==> src/rtl/serial_add_pkg.sv <==
// Shared definitions for the bit-serial adder: FSM state encoding and default width.
package serial_add_pkg;

    localparam int DEFAULT_WIDTH = 8;

    typedef enum logic [1:0] {
        IDLE = 2'd0,
        RUN  = 2'd1,
        DONE = 2'd2
    } state_t;

endpackage

==> src/rtl/serial_add_cell.sv <==
// One-bit full adder used as the arithmetic core of the serial adder.
module serial_add_cell (
    input  logic x,
    input  logic y,
    input  logic cin,
    output logic s,
    output logic cout
);

    assign s    = x ^ y ^ cin;
    assign cout = (x & y) | (cin & (x ^ y));

endmodule

==> src/rtl/serial_add_ctrl.sv <==
// Bit-serial unsigned adder: operands are shifted LSB-first through a single full-add
// cell over WIDTH cycles; the registered sum and carry are published on the DONE cycle.
module serial_add_ctrl
    import serial_add_pkg::*;
#(
    parameter int WIDTH = DEFAULT_WIDTH
) (
    input  logic             clk,
    input  logic             rst,
    input  logic             start,
    input  logic [WIDTH-1:0] a,
    input  logic [WIDTH-1:0] b,
    output logic             busy,
    output logic             done,
    output logic [WIDTH-1:0] sum,
    output logic             cout
);

    localparam int CW = $clog2(WIDTH + 1);

    state_t           state;
    state_t           next_state;
    logic [WIDTH-1:0] a_sr;
    logic [WIDTH-1:0] b_sr;
    logic [WIDTH-1:0] res_sr;
    logic [WIDTH-1:0] res_next;
    logic             carry;
    logic [CW-1:0]    cnt;
    logic             cell_s;
    logic             cell_c;
    logic             last_bit;

    serial_add_cell u_cell (
        .x    (a_sr[0]),
        .y    (b_sr[0]),
        .cin  (carry),
        .s    (cell_s),
        .cout (cell_c)
    );

    assign last_bit = (cnt == CW'(WIDTH - 1));
    assign res_next = {cell_s, res_sr[WIDTH-1:1]};

    // NOTE: sequential state uses non-blocking assignments so every flop samples pre-edge values.
    always_ff @(posedge clk) begin
        if (rst) begin
            state <= IDLE;
        end else begin
            state <= next_state;
        end
    end

    // NOTE: next_state gets a default before the case so no path leaves it unassigned (no latch).
    always_comb begin
        next_state = state;
        case (state)
            IDLE:    if (start)    next_state = RUN;
            RUN:     if (last_bit) next_state = DONE;
            DONE:    next_state = IDLE;
            default: next_state = IDLE;
        endcase
    end

    always_comb begin
        busy = (state == RUN);
        done = (state == DONE);
    end

    // NOTE: every datapath register, shift registers included, is cleared by reset.
    always_ff @(posedge clk) begin
        if (rst) begin
            a_sr   <= '0;
            b_sr   <= '0;
            res_sr <= '0;
            carry  <= 1'b0;
            cnt    <= '0;
            sum    <= '0;
            cout   <= 1'b0;
        end else begin
            case (state)
                IDLE: begin
                    if (start) begin
                        a_sr  <= a;
                        b_sr  <= b;
                        carry <= 1'b0;
                        cnt   <= '0;
                    end
                end
                RUN: begin
                    a_sr   <= a_sr >> 1;
                    b_sr   <= b_sr >> 1;
                    res_sr <= res_next;
                    carry  <= cell_c;
                    cnt    <= cnt + CW'(1);
                    // Publish on the edge that enters DONE so sum/cout are valid with done.
                    if (last_bit) begin
                        sum  <= res_next;
                        cout <= cell_c;
                    end
                end
                default: ;
            endcase
        end
    end

endmodule

==> config.mk <==
export PLATFORM = sky130hd
export DESIGN_NAME = serial_add_ctrl
export DESIGN_NICKNAME = d
export VERILOG_FILES = /design/src/rtl/serial_add_pkg.sv /design/src/rtl/serial_add_cell.sv /design/src/rtl/serial_add_ctrl.sv
export SDC_FILE = /design/constraint.sdc
export NUM_CORES = 1
export LEC_CHECK = 0
export BUFFER_PORTS_ARGS = -buffer_cell sky130_fd_sc_hd__buf_4
export CAP_MARGIN = 30
export CORE_ASPECT_RATIO = 0.8
export CORE_UTILIZATION = 49
export CTS_BUF_LIST = sky130_fd_sc_hd__clkbuf_16
export DETAILED_ROUTE_END_ITERATION = 6
export GPL_TIMING_DRIVEN = 1
export PLACE_DENSITY = 0.78
export RECOVER_POWER = 100
export SLEW_MARGIN = 10
export SYNTH_ARGS = -nofsm -noshare
export SYNTH_HDL_FRONTEND = slang
export SYNTH_SLANG_ARGS = --single-unit
==> constraint.sdc <==
create_clock -name clk -period 1.2 [get_ports clk]
set_input_delay 0.24 -clock clk [delete_from_list [all_inputs] [get_ports clk]]
set_output_delay 0.24 -clock clk [all_outputs]
set_load 0.03 [all_outputs]
# Word level (Yosys, flattened, before mapping)
# Cells that the tools add are included.
dict set report totals {
  register_bits 40
  ramBits 0
  rom_bits 0
  latchBits 0
  out_inout_bits 11
  mem_count 0
  inputBits 19
}
dict set report classes {
  eq_ne 5
  n_lt_le_gt_ge 0
  n_reduce_logical 5
  div 0
  shifts 0
  n_mul 0
  n_bitwise 5
  mux 11
  addsub 1
}
# operator count
set ops {}
lappend ops {{case mux 8 bit (2 select lines)} 2}
lappend ops {{two-way mux 8 bit} 2}
lappend ops {{case mux 4 bit (2 select lines)} 1}
lappend ops {{AND reduction 2 bit} 3}
lappend ops {{adder 4 x 1 -> 4 bit, second input constant} 1}
lappend ops {{equality test 4 x 3 -> 1 bit, second input constant} 1}
lappend ops {{two-way mux 2 bit} 2}
lappend ops {{two-way mux 4 bit} 1}
lappend ops {{case mux 2 bit (2 select lines)} 1}
lappend ops {{bitwise AND 1 bit} 2}
lappend ops {{equality test 2 x 1 -> 1 bit, second input constant} 1}
lappend ops {{equality test 2 bit, second input constant} 1}
lappend ops {{logical NOT 2 bit} 1}
lappend ops {{!= test 2 x 1 -> 1 bit, second input constant} 1}
lappend ops {{!= test 2 bit, second input constant} 1}
lappend ops {{case mux 1 bit (2 select lines)} 1}
lappend ops {{nonzero test 2 bit} 1}
lappend ops {{XOR 1 bit} 2}
lappend ops {{two-way mux 1 bit} 1}
lappend ops {{OR 1 bit} 1}

# Longest topological paths before layout
# Gate-level depths: netlist of run 1.
dict set report depth {
  ltp_word 4
  ltp_mapped 7
  ltp_nobuf 4
}

# Cells and area by module
# Synthesis of run 1 repeated with hierarchy kept, for this count alone.
dict set report hier_totals {
  hier_cells 188
  hier_area_um2 1659.1
}
# mod cells_each instances area_per_inst_um2
set modules_own_cells {}
lappend modules_own_cells {serial_add_ctrl 187 1 1639.1}
lappend modules_own_cells {serial_add_cell 1 1 20.0}

# Worst setup path before layout of run 1
# No wires, ideal clock.
dict set report synth_path {
  path_type {reg-to-reg}
  startpoint {reg state[1]}
  endpoint {reg carry}
  required_ns 1.135
  setup_ns 0.065
  path_stages_with_launch 8
  slack_ns -0.069
  t_arrival_ns 1.204
  period_less_slack_ns 1.269
  path_buffers 3
  path_cell_list {dfxtp_1 buf_6 nand2b_1 buf_6 inv_6 buf_2 a22oi_1 nor2_1}
}
dict set report synth_between {
  elab_chain_len 3
  word_cells_on_any_way 6
  cone_classes {eq/ne: 2; mux: 1; reduce/logical: 3}
}
# element line_no
set synth_lines {}
lappend synth_lines {{start, declared} serial_add_ctrl.sv:21} ;# state_t state;
lappend synth_lines {{start signal, assigned} serial_add_ctrl.sv:49} ;# state <= next_state;
lappend synth_lines {{equality test 2 x 1 -> 1 bit *} n/a}
lappend synth_lines {{net busy} serial_add_ctrl.sv:13} ;# output logic busy,
lappend synth_lines {{nonzero test 2 bit (no line)} n/a}
lappend synth_lines {{AND reduction 2 bit (no line)} n/a}
lappend synth_lines {{end signal, assigned} serial_add_ctrl.sv:93} ;# carry <= cell_c;
lappend synth_lines {{end, declared} serial_add_ctrl.sv:27} ;# logic carry;
# Mark *: on every way through the listed nets, which the timed path passes. The rest lies on a longest branch.
# A chain may end at the register's enable or synchronous reset.

# Worst setup path in the final report of run 1
dict set report layout_path {
  startpoint {reg state[0]}
  endpoint {reg sum[3]}
}
dict set report layout_between {
  elab_chain_len 2
}
# element line_no
set layout_lines {}
lappend layout_lines {{equality test 2 x 1 -> 1 bit} serial_add_ctrl.sv:80} ;# case (state)
lappend layout_lines {{AND reduction 2 bit (no line)} n/a}
lappend layout_lines {{end signal, assigned} serial_add_ctrl.sv:97} ;# sum <= res_next;
lappend layout_lines {{end, declared} serial_add_ctrl.sv:15} ;# output logic [WIDTH-1:0] sum,
# Every way passes these cells.

==> run summary, run 1 <==
status -> finished, violations left
failing checks -> negative setup slack
EDFF count, synth -> 0
Tot Pwr -> 3480 µW
Int Pwr -> 2710 µW
slew margin rel. -> 0.642
Warnings, synthesis -> 0
Post-CTS Hold Buffers -> 0
Root Buffer Master -> clkbuf_16
post-synth top area share -> 0.471
PD cells -> 1500 mW/mm²
RSZ-0062 raised after global routing -> yes
sequential area share after synthesis -> 0.471
ys async rst share -> 0
CTS Buf Count -> 5
vias in the first global route -> 1303
multiplexer share of the synthesized area -> 0.0543
Seq pwr share -> 0.401
CP Launch Type -> flip-flop
adder-cell share of the synthesized area -> 0.0196
wire per inst -> 16.2 µm
Stages on worst setup path -> 5
layout cell share with drive strength beyond 1 -> 0.336
Final Hold Fails -> 0
WP data required -> 1400 ps
Yosys reg bits -> 39
drt pass-1 iters -> 4
Synth Instances -> 188
Post-DRT Antenna Nets -> 0
initial antenna violation count -> 0
starting density of the core -> 0.526
# clock sinks -> 39
Compound-Gate Fraction of Synth Area -> 0.175
Die W -> 67.1 µm
fin. max-slew vios -> 0
NetSw -> 764 µW
# setup viols final -> 18
Max Clk Rate -> 0.754 GHz
IO Port Bufs -> 29
first-pass GRT wire length -> 5950 µm
Core Util, Final -> 0.736
fin crit share -> 1.11
Total GRT Usage -> 0.231
average size of a mapped cell -> 8.82 µm²
ranking of synthesized cells by area -> dfxtp_1 47%, nand2b_1 7.2%, a211oi_1 6.8%, nand2_1 6.8%, a21oi_1 6.6%
Netlist cell types -> 26
clock power share -> 0.490
largest area contributor in the netlist -> dfxtp_1
Post-Syn Area -> 0.00166 mm²
main combinational cell family by area after synthesis -> simple AND/OR/NAND/NOR gates
clk slew on worst S/H paths -> 60 ps
CP delay by family, top -> flip-flops
post-route setup slack -> -127 ps
CP bufs+invs -> 2
class of the worst hold path -> input port to flip-flop
xor and xnor area share after synthesis -> 0
CP Capture Type -> flip-flop
VDD IR max -> 0.00122 V
# H-tree levels -> 2
Synth Flop Type -> dfxtp_1
LEAKAGE -> 0.000936 µW
io pins -> 30
vias per cell -> 5.68
R2R cell count -> 5
maximum buffer depth of the clock tree -> 2
clk_lat worst skew -> 280 ps
die height -> 54.0 µm
area of the core -> 0.00315 mm²
final WL -> 4420 µm
Layout area overhead -> 39.8%
Crit Path Max Fanout -> 9
hold depth -> 3
Tmin final -> 1330 ps
Post-synth top cells -> 39 x dfxtp_1, 30 x nand2_1, 22 x a21oi_1
combinational power share -> 0.110
die area -> 0.00362 mm²
Worst Path Arrival -> 1520 ps
simple-gate area share of the yosys netlist -> 0.221
MaxCap Viol Count -> 0
routed vias -> 1546
WS Path Type -> flip-flop to flip-flop
nets@finish -> 252
Syn Nets -> 209
hpwl dp -> 2160 µm
routability congestion estimate from global placement -> 0.750
worst clock skew -> 8.34 ps
most frequent cell after synthesis -> dfxtp_1
CP cell instances -> buf_6, nand4b_1, nor2_4, buf_12, mux2i_1
Ant. Diodes -> 0
largest net degree at the start of global routing -> 49
DRC violations left -> 0
Net Sw Frac -> 0.220
DR iter-0 viols -> 124
FP Rows -> 18
max incr delay on CP -> 390 ps
slowest CP cell -> dfxtp_4
GR Overflow Total -> 0
CTS tree -> built
worst-margin pin slew -> 537 ps
metal layers:
| metal | wire (µm) | share of wire | GRT usage | vias up |
|---|---|---|---|---|
| li1 | - | - | - | 735 |
| met1 | 1730 | 0.39 | 0.271 | 722 |
| met2 | 2190 | 0.50 | 0.385 | 79 |
| met3 | 382 | 0.086 | 0.0869 | 10 |
| met4 | 108 | 0.024 | 0.0851 | 0 |
| met5 | 0 | 0 | 0 | - |
layout make-up:
type | count | area [µm²]
Clock buffer | 5 | 125
Clock inverter | 3 | 63.8
Fill cell | 214 | 833
Inverter | 1 | 11.3
Multi-Input combinational cell | 136 | 896
Sequential cell | 39 | 788
Tap cell | 40 | 50.0
Timing Repair Buffer | 47 | 377
Timing Repair inverter | 1 | 8.76
repair_timing:
| action | CTS | global route |
|---|---|---|
| pin swaps | 4 | 5 |
| endpoints found under the setup margin | 38 | 31 |
| setup buffers | 3 | 3 |
| resized for setup | 15 | 16 |
| gates cloned | 1 | 2 |
state kept, by name, indices dropped and copies added, names as in the netlist:
signal and cells:
res_sr 7, carry 1, a_sr 8, cnt 4, state 2, b_sr 8, cout 1, sum 8
through the flow:
stage | cells | area, µm² | hold slack, ps | worst slack [ps] | TNS, ps
after floorplan | 188 | 1680 | 381 | -18.8 | -180
after global placement | 256 | 1960 | 428 | -125 | -1930
after detailed placement | 256 | 1960 | 431 | -183 | -2950
after CTS | 267 | 2220 | 198 | -59.6 | -169
after global routing | 272 | 2320 | 211 | -162 | -1960
final | 272 | 2320 | 192 | -127 | -1080
kinds of logic (layout without fill, tap and decap cells):
| logic type | count (synthesis) | count (layout) |
|---|---|---|
| DFF | 39 | 39 |
| buffers and inverters | 15 | 57 |
| adders and majority gates | 2 | 2 |
| and+or+nand+nor | 78 | 78 |
| muxes | 9 | 9 |
| AOI/OAI and AO/OA | 45 | 47 |
tightest hold or removal path: cells and delay by family:
kind | cells | cell delay (ps)
buffers and inverters | 1 | 80
and+or+nand+nor | 1 | 70
AOI/OAI and AO/OA | 1 | 50
power groups by stage:
stage          clock (µW)  sequential, µW  combinational (µW)
3_5_place_dp            0            1410                 295
5_1_grt              1770            1400                 409
2_1_floorplan           0            1410                 205
3_3_place_gp            0            1410                 284
6_report             1700            1390                 382
4_1_cts              1700            1390                 323
final timing paths:
check | endpoint | start | slack, ps
setup / recovery | sum[3] | state[0] | -130
hold / removal | a_sr[7] | a[7] | 190
setup reg to reg | sum[3] | state[0] | -130
hold reg to reg | state[1] | state[1] | 460
cell usage in the layout (no fill, tap or decap), types with 2 or more instances in the layout:
cell	n
a211oi_1	11
a211oi_2	4
a21oi_1	22
a22oi_1	2
a22oi_2	2
buf_4	27
buf_6	9
bufinv_16	2
clkbuf_16	5
clkbuf_2	9
dfxtp_1	35
dfxtp_2	3
mux2i_1	9
nand2_1	29
nand2b_1	18
nand3_1	2
nor2_1	19
o21bai_4	2
Note: power is estimated with default switching activity, not from simulation.
==> run 2, diff against run 1 <==
--- a/config.mk
+++ b/config.mk
@@ -5,14 +5,17 @@
 export SDC_FILE = /design/constraint.sdc
 export NUM_CORES = 1
 export LEC_CHECK = 0
+export ABC_AREA = 1
 export BUFFER_PORTS_ARGS = -buffer_cell sky130_fd_sc_hd__buf_4
 export CAP_MARGIN = 30
 export CORE_ASPECT_RATIO = 0.8
-export CORE_UTILIZATION = 49
+export CORE_MARGIN = 2
+export CORE_UTILIZATION = 48
 export CTS_BUF_LIST = sky130_fd_sc_hd__clkbuf_16
 export DETAILED_ROUTE_END_ITERATION = 6
+export GPL_ROUTABILITY_DRIVEN = 0
 export GPL_TIMING_DRIVEN = 1
-export PLACE_DENSITY = 0.78
+export PLACE_DENSITY = 0.77
 export RECOVER_POWER = 100
 export SLEW_MARGIN = 10
 export SYNTH_ARGS = -nofsm -noshare
==> run 2 against run 1 <==
Effect of this change: the run still ends with negative setup slack left; global-route usage down 1.5 points; clock power fell by 15%; routed wire length down 14%; core utilization fell by 5.5 points; non-clock buffer count shrank 4; count of clock-buffer cells in the layout did not move; highest routed layer unchanged.
==> run summary, run 2 <==
FP Rows -> 18
Post-Syn Area -> 0.00162 mm²
largest area contributor in the netlist -> dfxtp_1
Post-Layout Cell Count -> 307
failing checks -> negative setup slack
Tmin final -> 1240 ps
post-route setup slack -> -42.8 ps
Final Hold Fails -> 0
Post-DRT Antenna Nets -> 0
# clock sinks -> 39
post-synth top area share -> 0.481
clk_lat worst skew -> 280 ps
worst clock skew -> 2.89 ps
layout cell share with drive strength beyond 1 -> 0.262
MaxCap Viol Count -> 0
ys async rst share -> 0
most frequent cells in the layout -> 69 x nand2_1, 44 x nor2_1, 32 x dfxtp_1
vias per cell -> 4.95
Warnings, synthesis -> 0
nets@finish -> 288
Worst Path Arrival -> 1000 ps
initial antenna violation count -> 0
CP cell instances -> inv_2, nand2_4, inv_4, buf_12, buf_8
DRC violations left -> 0
Ant. Diodes -> 0
GR Overflow Total -> 0
area of the core -> 0.00315 mm²
Die W -> 69.0 µm
WS Path Type -> flip-flop to output pin
Crit Path Max Fanout -> 3
most frequent cell after synthesis -> nand2_1
starting density of the core -> 0.515
number of fillers in the final layout -> 275
EDFF count, synth -> 0
most common cell after layout, fill and taps aside -> nand2_1
io pins -> 30
Synth Flop Type -> dfxtp_1
Syn Nets -> 247
Yosys reg bits -> 39
fin. max-slew vios -> 0
WP data required -> 960 ps
# H-tree levels -> 2
average size of a mapped cell -> 7.18 µm²
Layout area overhead -> 32.2%
sequential area share after synthesis -> 0.481
PD cells -> 1520 mW/mm²
LEAKAGE -> 0.000975 µW
Net Sw Frac -> 0.231
DR iter-0 viols -> 56
Seq pwr share -> 0.435
R2R setup slack -> 20 ps
Multi-input gate area -> 790 µm²
Max Clk Rate -> 0.805 GHz
slew margin rel. -> 0.848
FF/Latch Area -> 790 µm²
RSZ-0062 raised after global routing -> yes
IO Port Bufs -> 29
Netlist cell types -> 21
Total GRT Usage -> 0.215
CTS tree -> built
max incr delay on CP -> 330 ps
Post-synth top cells -> 70 x nand2_1, 45 x nor2_1, 39 x dfxtp_1
die area -> 0.00386 mm²
setup TNS -> -42.8 ps
VDD IR max -> 0.000982 V
CP startpoint -> state[1]
class of the worst hold path -> input port to flip-flop
clk slew on worst S/H paths -> 60 ps
first-pass GRT wire length -> 6550 µm
hpwl dp -> 2400 µm
RR Startpoint -> cnt[0]
dpl cells -> 294
ranking of synthesized cells by area -> dfxtp_1 48%, nand2_1 16%, nor2_1 10%, o21ai_0 7.7%, a21oi_1 4.3%
hold_sp -> a[7]
combinational power share -> 0.122
Int Pwr -> 2520 µW
# setup viols final -> 1
Largest regs -> a_sr x8, b_sr x8, sum x8
die height -> 56.0 µm
NetSw -> 754 µW
maximum buffer depth of the clock tree -> 2
vias in the first global route -> 1425
Root Buffer Master -> clkbuf_16
CTS Buf Count -> 5
largest net degree at the start of global routing -> 21
CP Launch Type -> flip-flop
wire per inst -> 12.4 µm
fin crit share -> 1.04
Synth Instances -> 226
CP Capture Type -> output pin
drt pass-1 iters -> 4
worst-margin pin slew -> 226 ps
final WL -> 3800 µm
slowest CP cell -> dfxtp_2
status -> finished, violations left
clock power share -> 0.443
routed vias -> 1520
[run 2: cell count changes after synthesis, sizes merged, moves of 6 or more]
cell / change
a211oi: -15
a21oi: -6
inv: +7
mux2i: -9
nand2: +42
nand2b: -19
nor2: +25
o21ai: +27
[run 2: final cells by class]
| type | count | area share |
|---|---|---|
| Inverter | 8 | 0.0152 |
| Sequential cell | 39 | 0.368 |
| Clock buffer | 5 | 0.0583 |
| Timing Repair Buffer | 43 | 0.152 |
| Multi-Input combinational cell | 170 | 0.368 |
| Clock inverter | 2 | 0.0157 |
| Tap cell | 40 | 0.0233 |
[run 2: routing by layer]
layer | GRT usage | up-vias | wire length (µm)
met4 | 0.129 | 0 | 119
met3 | 0.0507 | 12 | 186
met1 | 0.272 | 672 | 1770
met5 | 0 | - | 0
met2 | 0.335 | 43 | 1720
li1 | - | 793 | -
[run 2: logic make-up after synthesis]
kind of cell / share of synthesized area
buf+inv: 0.0617
fa+ha+maj: 0.0200
flops: 0.481
compound gates: 0.137
simple gates: 0.300
[run 2: what timing repair did]
action                     in CTS  in global routing
setup endpoints to repair       5                 26
pin swaps                       1                  3
cloned                          1                  1
resized for setup              10                 17
hold buffers                    0                  0
buffers inserted                4                  0
[run 2: worst paths after layout]
path	depth (start not counted)	end
setup / recovery	5	busy
hold / removal	3	a_sr[7]
setup reg to reg	6	sum[7]
hold reg to reg	2	sum[5]
[run 2: power groups by stage]
stage / sequential (µW) / clock [µW] / combinational, µW
3_5_place_dp: 1440 / 0 / 357
5_1_grt: 1430 / 1530 / 455
2_1_floorplan: 1430 / 0 / 239
3_3_place_gp: 1440 / 0 / 352
4_1_cts: 1420 / 1470 / 387
6_report: 1420 / 1450 / 398
[run 2: worst max-delay path: cells and delay by family (launching register included)]
kind | cells | cell delay (ps)
buf+inv | 4 | 320
flops | 1 | 330
simple gates | 1 | 60
[run 2: per-stage QoR]
stage	power (µW)	worst slack (ps)	hold WS, ps	cell area [µm²]	utilization
5_1_grt	3410	-78.8	219	2150	0.681
2_1_floorplan	1670	44.3	309	1620	-
4_1_cts	3270	-43.7	215	2130	0.676
3_3_place_gp	1790	44.3	456	1910	0.605
6_report	3270	-42.8	221	2150	0.681
3_5_place_dp	1800	-28.6	461	1910	0.605
==> run 3, diff against run 2 <==
--- a/config.mk
+++ b/config.mk
@@ -8,7 +8,7 @@
 export ABC_AREA = 1
 export BUFFER_PORTS_ARGS = -buffer_cell sky130_fd_sc_hd__buf_4
 export CAP_MARGIN = 30
-export CORE_ASPECT_RATIO = 0.8
+export CORE_ASPECT_RATIO = 1.4
 export CORE_MARGIN = 2
 export CORE_UTILIZATION = 48
 export CTS_BUF_LIST = sky130_fd_sc_hd__clkbuf_16
@@ -17,7 +17,7 @@
 export GPL_TIMING_DRIVEN = 1
 export PLACE_DENSITY = 0.77
 export RECOVER_POWER = 100
-export SLEW_MARGIN = 10
+export SLEW_MARGIN = 0
 export SYNTH_ARGS = -nofsm -noshare
 export SYNTH_HDL_FRONTEND = slang
 export SYNTH_SLANG_ARGS = --single-unit
==> run 3 against run 2 <==
Effect of this change: the run still ends with negative setup slack left; critical path depth stayed put; die area about the same; non-clock buffer count up 1; worst hold slack worse by 2.6 ps; final cell count grew 0.65%; count of clock-buffer cells in the layout stayed put; clock power barely moved; via count rose by 2.3%; register-to-register slack got worse by 30 ps; maximum frequency is 1.3% lower; sequential power barely moved; largest cell class is now multi-input combinational cells; highest routed layer unchanged.
==> run summary, run 3 (synthesis gave the netlist of run 2 again) <==
Int Pwr -> 2520 µW
post-route setup slack -> -59.0 ps
WS Path Type -> flip-flop to output pin
CTS Buf Count -> 5
Die W -> 53.1 µm
FP Rows -> 25
Post-CTS Hold Buffers -> 0
Final Hold Fails -> 0
PD cells -> 1510 mW/mm²
Tmin final -> 1260 ps
# H-tree levels -> 2
Max Clk Rate -> 0.794 GHz
WP data required -> 960 ps
status -> finished, violations left
fin. max-slew vios -> 0
failing checks -> negative setup slack
Post-Place Setup Slack -> -16.3 ps
routed vias -> 1555
VDD IR max -> 0.00132 V
most common cell after layout, fill and taps aside -> nand2_1
CTS tree -> built
IO Port Bufs -> 29
Net Sw Frac -> 0.234
# setup viols final -> 2
worst hold slack -> 219 ps
LEAKAGE -> 0.000982 µW
fin crit share -> 1.05
worst clock skew -> 5.15 ps
combinational power share -> 0.118
largest net degree at the start of global routing -> 17
Post-DRT Antenna Nets -> 0
CP Capture Type -> output pin
vias in the first global route -> 1472
Crit Path Max Fanout -> 3
hpwl dp -> 2440 µm
# clock sinks -> 39
class of the worst hold path -> input port to flip-flop
NetSw -> 771 µW
Total GRT Usage -> 0.218
io pins -> 30
first-pass GRT wire length -> 6150 µm
final WL -> 3790 µm
nets@finish -> 289
Ant. Diodes -> 0
area of the core -> 0.00332 mm²
most frequent cells in the layout -> 65 x nand2_1, 43 x nor2_1, 34 x dfxtp_1
DR iter-0 viols -> 23
maximum buffer depth of the clock tree -> 2
GR Overflow Total -> 0
drt pass-1 iters -> 4
wire per inst -> 12.3 µm
Seq pwr share -> 0.432
setup TNS -> -65.3 ps
starting density of the core -> 0.489
layout cell share with drive strength beyond 1 -> 0.297
RSZ-0062 raised after global routing -> yes
Placed Area -> 0.00192 mm²
Tot Pwr -> 3290 µW
slew margin rel. -> 0.847
Largest regs -> a_sr x8, b_sr x8, sum x8
clock power share -> 0.449
Root Buffer Master -> clkbuf_16
R2R cell count -> 7
initial antenna violation count -> 0
die area -> 0.00387 mm²
clk_lat worst skew -> 280 ps
hold depth -> 3
fin area -> 0.00218 mm²
Worst Path Arrival -> 1020 ps
clk slew on worst S/H paths -> 60 ps
CP Launch Type -> flip-flop
die height -> 72.8 µm
MaxCap Viol Count -> 0
DRC violations left -> 0
worst-margin pin slew -> 227 ps
Layout area overhead -> 34.5%
vias per cell -> 5.03
==> run 3: cell count changes in the layout (fill, tap and decap cells not counted), sizes merged <==
| cell | previous run | this run |
|---|---|---|
| buf | 33 | 34 |
| inv | 9 | 8 |
| clkinv | 0 | 2 |
==> run 3: layer usage <==
layer	up-vias	GRT usage	part of all wire	wire, µm
met5	-	0	0	0
met4	0	0.0969	0.020	76
met3	9	0.0615	0.037	139
met2	35	0.375	0.53	2010
met1	712	0.246	0.41	1560
li1	799	-	-	-
==> run 3: path summary, 6_finish.rpt <==
kind | startpoint | end | slack, ps
worst max-delay path | state[1] | busy | -60
worst min-delay path | a[7] | a_sr[7] | 220
worst max register to register | state[1] | sum[6] | -10
worst min register to register | res_sr[7] | res_sr[6] | 480
==> run 3: worst max-delay path, stage by stage (launching register included) <==
cell     delay (ps)
dfxtp_2         330
inv_2            70
nand2_2          60
inv_2            70
buf_6           100
buf_6           120
==> run 3: power groups by stage <==
stage | logic [µW] | clock network (µW) | registers (µW)
2_1_floorplan | 239 | 0 | 1430
3_3_place_gp | 358 | 0 | 1440
3_5_place_dp | 366 | 0 | 1440
4_1_cts | 384 | 1490 | 1420
5_1_grt | 444 | 1550 | 1430
6_report | 389 | 1480 | 1420
==> run 3: area by class of cell <==
type	instances	area [µm²]
fill	307	1130
multi-input combinational	170	826
sequential	39	790
timing repair buffer	44	323
clock buffer	5	125
tap	40	50.0
clock inverter	3	38.8
inverter	8	30.0
==> run 3: per-stage QoR <==
stage	cells	util
after CTS	307	0.641
after detailed placement	296	0.580
final	309	0.658
after global routing	309	0.658
after floorplan	226	-
after global placement	296	0.580
==> run 3: timing repair <==
item | in CTS | in global routing
gates resized for setup | 7 | 24
gates cloned | 1 | 1
endpoints found under the setup margin | 6 | 26
pin swaps | 1 | 5
buffers inserted | 2 | 1
